`config.mk`:
```
export PLATFORM = sky130hd
export DESIGN_NAME = pattern_10011_tx
export DESIGN_NICKNAME = d
export VERILOG_FILES = /design/src/rtl/pattern_10011_tx.sv
export SDC_FILE = /design/constraint.sdc
export NUM_CORES = 1
export LEC_CHECK = 0
export ABC_AREA = 1
export ABC_CLOCK_PERIOD_IN_PS = 2050
export BUFFER_PORTS_ARGS = -buffer_cell sky130_fd_sc_hd__buf_2
export CORE_UTILIZATION = 45
export CTS_CLUSTER_SIZE = 25
export DETAILED_ROUTE_END_ITERATION = 8
export MAX_ROUTING_LAYER = met4
export PLACE_DENSITY = 0.65
export SYNTH_ARGS = -nofsm -noshare
export SYNTH_HDL_FRONTEND = slang
export SYNTH_SLANG_ARGS = --single-unit
```
`constraint.sdc`:
```
create_clock -name clk -period 2.05 [get_ports clk]
set_clock_uncertainty 0.1 [all_clocks]
set_input_delay 0.3075 -clock clk [delete_from_list [all_inputs] [get_ports clk]]
set_output_delay 0.3075 -clock clk [all_outputs]
set_load 0.05 [all_outputs]
```
`src/rtl/pattern_10011_tx.sv`:
```
// rtl/pattern_10011_tx.sv - serial frame transmitter: sync header, MSB-first payload, idle gap
//
// Ports:
//   clk          rising-edge clock
//   rst          synchronous active-low reset
//   data_in      payload word, captured when valid && ready at a rising edge
//   valid        payload request
//   ready        high only while idle
//   out          registered serial bit stream
//   busy         high while a frame (header, payload or gap) is on out
//   sync_active  high while out carries a header bit
//   done         high while out carries the last payload bit
module pattern_10011_tx #(
    parameter int                DATA_W   = 8,
    parameter int                SYNC_W   = 5,
    parameter logic [SYNC_W-1:0] SYNC_PAT = 5'b10011,
    parameter int                GAP      = 2
) (
    input  logic              clk,
    input  logic              rst,
    input  logic [DATA_W-1:0] data_in,
    input  logic              valid,
    output logic              ready,
    output logic              out,
    output logic              busy,
    output logic              sync_active,
    output logic              done
);

    localparam int MAX_A = (SYNC_W > DATA_W) ? SYNC_W : DATA_W;
    localparam int MAX_V = (MAX_A > GAP) ? MAX_A : GAP;
    localparam int CW    = (MAX_V <= 2) ? 1 : $clog2(MAX_V);

    localparam logic [CW-1:0] SYNC_LAST = CW'(SYNC_W - 1);
    localparam logic [CW-1:0] DATA_LAST = CW'(DATA_W - 1);
    localparam logic [CW-1:0] GAP_LAST  = CW'((GAP > 0) ? GAP - 1 : 0);

    typedef enum logic [1:0] {
        ST_IDLE = 2'd0,
        ST_SYNC = 2'd1,
        ST_DATA = 2'd2,
        ST_GAP  = 2'd3
    } state_t;

    state_t            state_q, state_d;
    logic [CW-1:0]     cnt_q, cnt_d;
    logic [DATA_W-1:0] shift_q, shift_d;
    logic              out_q, out_d;
    logic              ready_q, ready_d;
    logic              busy_q, busy_d;
    logic              sync_q, sync_d;
    logic              done_q, done_d;

    // State register. Outputs are flopped from the next-state decode so that
    // the first header bit is on out in the cycle right after the handshake.
    always_ff @(posedge clk) begin
        if (!rst) begin
            state_q <= ST_IDLE;
            cnt_q   <= '0;
            shift_q <= '0;
            out_q   <= 1'b0;
            ready_q <= 1'b1;
            busy_q  <= 1'b0;
            sync_q  <= 1'b0;
            done_q  <= 1'b0;
        end else begin
            state_q <= state_d;
            cnt_q   <= cnt_d;
            shift_q <= shift_d;
            out_q   <= out_d;
            ready_q <= ready_d;
            busy_q  <= busy_d;
            sync_q  <= sync_d;
            done_q  <= done_d;
        end
    end

    // Next-state logic
    always_comb begin
        state_d = state_q;
        cnt_d   = cnt_q;
        shift_d = shift_q;
        case (state_q)
            ST_IDLE: begin
                if (valid) begin
                    state_d = ST_SYNC;
                    cnt_d   = SYNC_LAST;
                    shift_d = data_in;
                end
            end
            ST_SYNC: begin
                if (cnt_q == '0) begin
                    state_d = ST_DATA;
                    cnt_d   = DATA_LAST;
                end else begin
                    cnt_d = cnt_q - CW'(1);
                end
            end
            ST_DATA: begin
                // Bit just sent leaves through the MSB.
                shift_d = shift_q << 1;
                if (cnt_q == '0) begin
                    if (GAP == 0) begin
                        state_d = ST_IDLE;
                        cnt_d   = '0;
                    end else begin
                        state_d = ST_GAP;
                        cnt_d   = GAP_LAST;
                    end
                end else begin
                    cnt_d = cnt_q - CW'(1);
                end
            end
            ST_GAP: begin
                if (cnt_q == '0) begin
                    state_d = ST_IDLE;
                    cnt_d   = '0;
                end else begin
                    cnt_d = cnt_q - CW'(1);
                end
            end
            default: begin
                state_d = ST_IDLE;
                cnt_d   = '0;
            end
        endcase
    end

    // Output decode of the upcoming state
    always_comb begin
        out_d   = 1'b0;
        ready_d = 1'b0;
        busy_d  = 1'b0;
        sync_d  = 1'b0;
        done_d  = 1'b0;
        case (state_d)
            ST_IDLE: ready_d = 1'b1;
            ST_SYNC: begin
                out_d  = |(SYNC_PAT & (SYNC_W'(1) << cnt_d));
                busy_d = 1'b1;
                sync_d = 1'b1;
            end
            ST_DATA: begin
                out_d  = shift_d[DATA_W-1];
                busy_d = 1'b1;
                done_d = (cnt_d == '0);
            end
            ST_GAP:  busy_d = 1'b1;
            default: ready_d = 1'b1;
        endcase
    end

    assign ready       = ready_q;
    assign out         = out_q;
    assign busy        = busy_q;
    assign sync_active = sync_q;
    assign done        = done_q;

endmodule

```
==> flow_summary.toml <==
[logic_synthesis]
yosysSeqAreaShare = 0.403
ys_ff_latch = 18
synth_area_leader_cell = "dfxtp_1"
async_flop_share = 0
synth_area_leaders = "dfxtp_1 (40%), nand2_1 (16%), ha_1 (8.4%)"
avgSynthCellArea_um2 = 7.57
synth_top_cells_by_count = "nand2_1 (38), dfxtp_1 (18), inv_1 (10), nor2_1 (10), a31oi_1 (7)"
synth_fp_nets = 135
synth-edff-count = 0
synthCells = 118
yosysTopAreaCellShare = 0.403
yosysUniqueCellTypes = 25
yosysWarnings = 0
syn_area_um2 = 893
ys.flop_type = "dfxtp_1"
yosysMostFrequentCell = "nand2_1"

[placement]
placed_area_um2 = 1000
portBuffers = 15
routabilityCongestion = 0.763
dp_hpwl_um = 1210

[sta]
setup_viol = 0
fin_crit_sh = 0.925
slew_headroom = 0.730
tightest_slew_ns = 0.405
layout_min_cycle_time_ns = 1.90
finalMaxSlewViolations = 0
rsz0062_at_grt = "no"
finalHoldViolCount = 0
finalSetupTns_ns = 0
fmax_mhz = 527

[route]
vias_per_cell = 4.66
wl_um = 1600
vias = 755
ant_nets = 0
wl_per_cell_um = 9.88
dr.pass1.iters = 4
drtIter0Drc = 20
drc = 0

[global_route]
grt-ovfl-total = 0
grt_pass1_wl_um = 2680
antenna_found_initial = 0
grt_max_degree = 15
grt_util_all_layers = 0.185
grt_pass1_vias = 637

[floorplanning]
die_w_um = 46.6
dieArea_um2 = 2170
die_h_um = 46.6
ios = 16
start_util = 0.496
core_um2 = 1800
std_cell_rows = 15

[status]
status = "finished, final reports clean"

[power]
power.density_nw_per_um2 = 1700
power.leakage_nw = 0.490
peakVddDrop_mv = 0.790

[clock_network]
cts.path.max_buffers = 2
cts-resized-gates = 0
path_clk_slew_ns = 0.11
cts_inserted_buffers = 3
clock_latency_ns = 0.30
cts_tree = "yes"
clock-sinks = 18
cts_root_buf = "clkbuf_4"
htreeDepth = 1
holdBufCountCts = 0
post_cts_buffers = 0

[job]
maxCapViolCount = 0

[critical_path]
crit_type = "flop to flop"
crit_path_end_kind = "flop"
crit_arrival_ns = 1.99
crit_fanout = 6
cp.required_ns = 2.15
critPathLaunchType = "flop"

[final_layout]
fin_util = 0.577
area_growth_pct = 16.4
nNetsFinal = 155
drive_above_1_share = 0.263
fin_area_um2 = 1040
num_antenna_cells = 0

[worst_hold_path]
hold_path.class = "primary input to flop"
critical path: stages (launching register included):
cell and delay, ns:
dfxtp_1 0.34, nor2_1 0.19, ha_1 0.28, o21ai_1 0.11, o22ai_1 0.17, inv_1 0.12
ha_1 0.19, or2_2 0.28
final cells by class:
cell class              count  area, um2
repair buffers             16       82.6
flip-flops and latches     18        360
multi-input cells          84        470
clock buffers               4       36.3
fillers                   190        762
inverters                  15       58.8
well taps                  25       31.3
cells in the final DEF, fill, tap and decap left out, drive strengths merged:
| cell type | instances |
|---|---|
| inv | 14 |
| a31oi | 7 |
| nand3 | 5 |
| clkbuf | 4 |
| dfxtp | 18 |
| clkinv | 1 |
| nor3 | 2 |
| a21oi | 3 |
| o21ai | 4 |
| and2 | 1 |
| ha | 6 |
| o22ai | 1 |
| buf | 16 |
| nand2 | 41 |
| nor2 | 13 |
| or2 | 1 |
flip-flops by register name, summed over array words and instances (netlist names):
| name | cells |
|---|---|
| busy | 1 |
| done | 1 |
| shift_q | 8 |
| ready | 1 |
| cnt_q | 3 |
| out | 1 |
| sync_active | 1 |
| state_q | 2 |
report_power, final:
part	internal, W	switching [W]
clock network	0.000108	0.000118
registers	0.000464	0.0000762
logic	0.000339	0.000666
total	0.000911	0.000860
layer usage:
layer  wire length, um  part of all wire  vias up  global-route usage
met2               718              0.45       16               0.272
met1               803              0.50      321               0.241
met5                 0                 0        -                   -
met4                29             0.018        0              0.0882
met3                51             0.032        3              0.0353
li1                  -                 -      415                   -
worst paths after layout:
check	end	startpoint	cells after the start	slack, ns
worst max register to register	ready$_SDFF_PN1_	cnt_q[1]$_SDFF_PN0_	7	0.15
worst min-delay path	shift_q[0]$_SDFFE_PN0P_	data_in[0]	3	0.14
worst max-delay path	ready$_SDFF_PN1_	cnt_q[1]$_SDFF_PN0_	7	0.15
worst min register to register	shift_q[0]$_SDFFE_PN0P_	shift_q[0]$_SDFFE_PN0P_	2	0.37
kinds of logic (layout without fill, tap and decap cells):
group           Yosys count  after routing  share of synthesized area
flops                    18             18                      0.403
fa+ha+maj                 6              6                     0.0840
compound gates           15             15                     0.0994
buf+inv                  16             35                     0.0700
simple gates             63             63                      0.343
per-stage QoR:
stage                     total power [W]  setup WS (ns)  hold WS, ns  std cells
after floorplan                   0.00134          0.341        0.305        118
after global placement            0.00153          0.254        0.348        158
after detailed placement          0.00154          0.165        0.352        158
after CTS                         0.00178          0.150        0.137        162
after global routing              0.00194         0.0377        0.145        162
final                             0.00177          0.154        0.143        162
No activity file was read; power rests on OpenSTA's default activity.
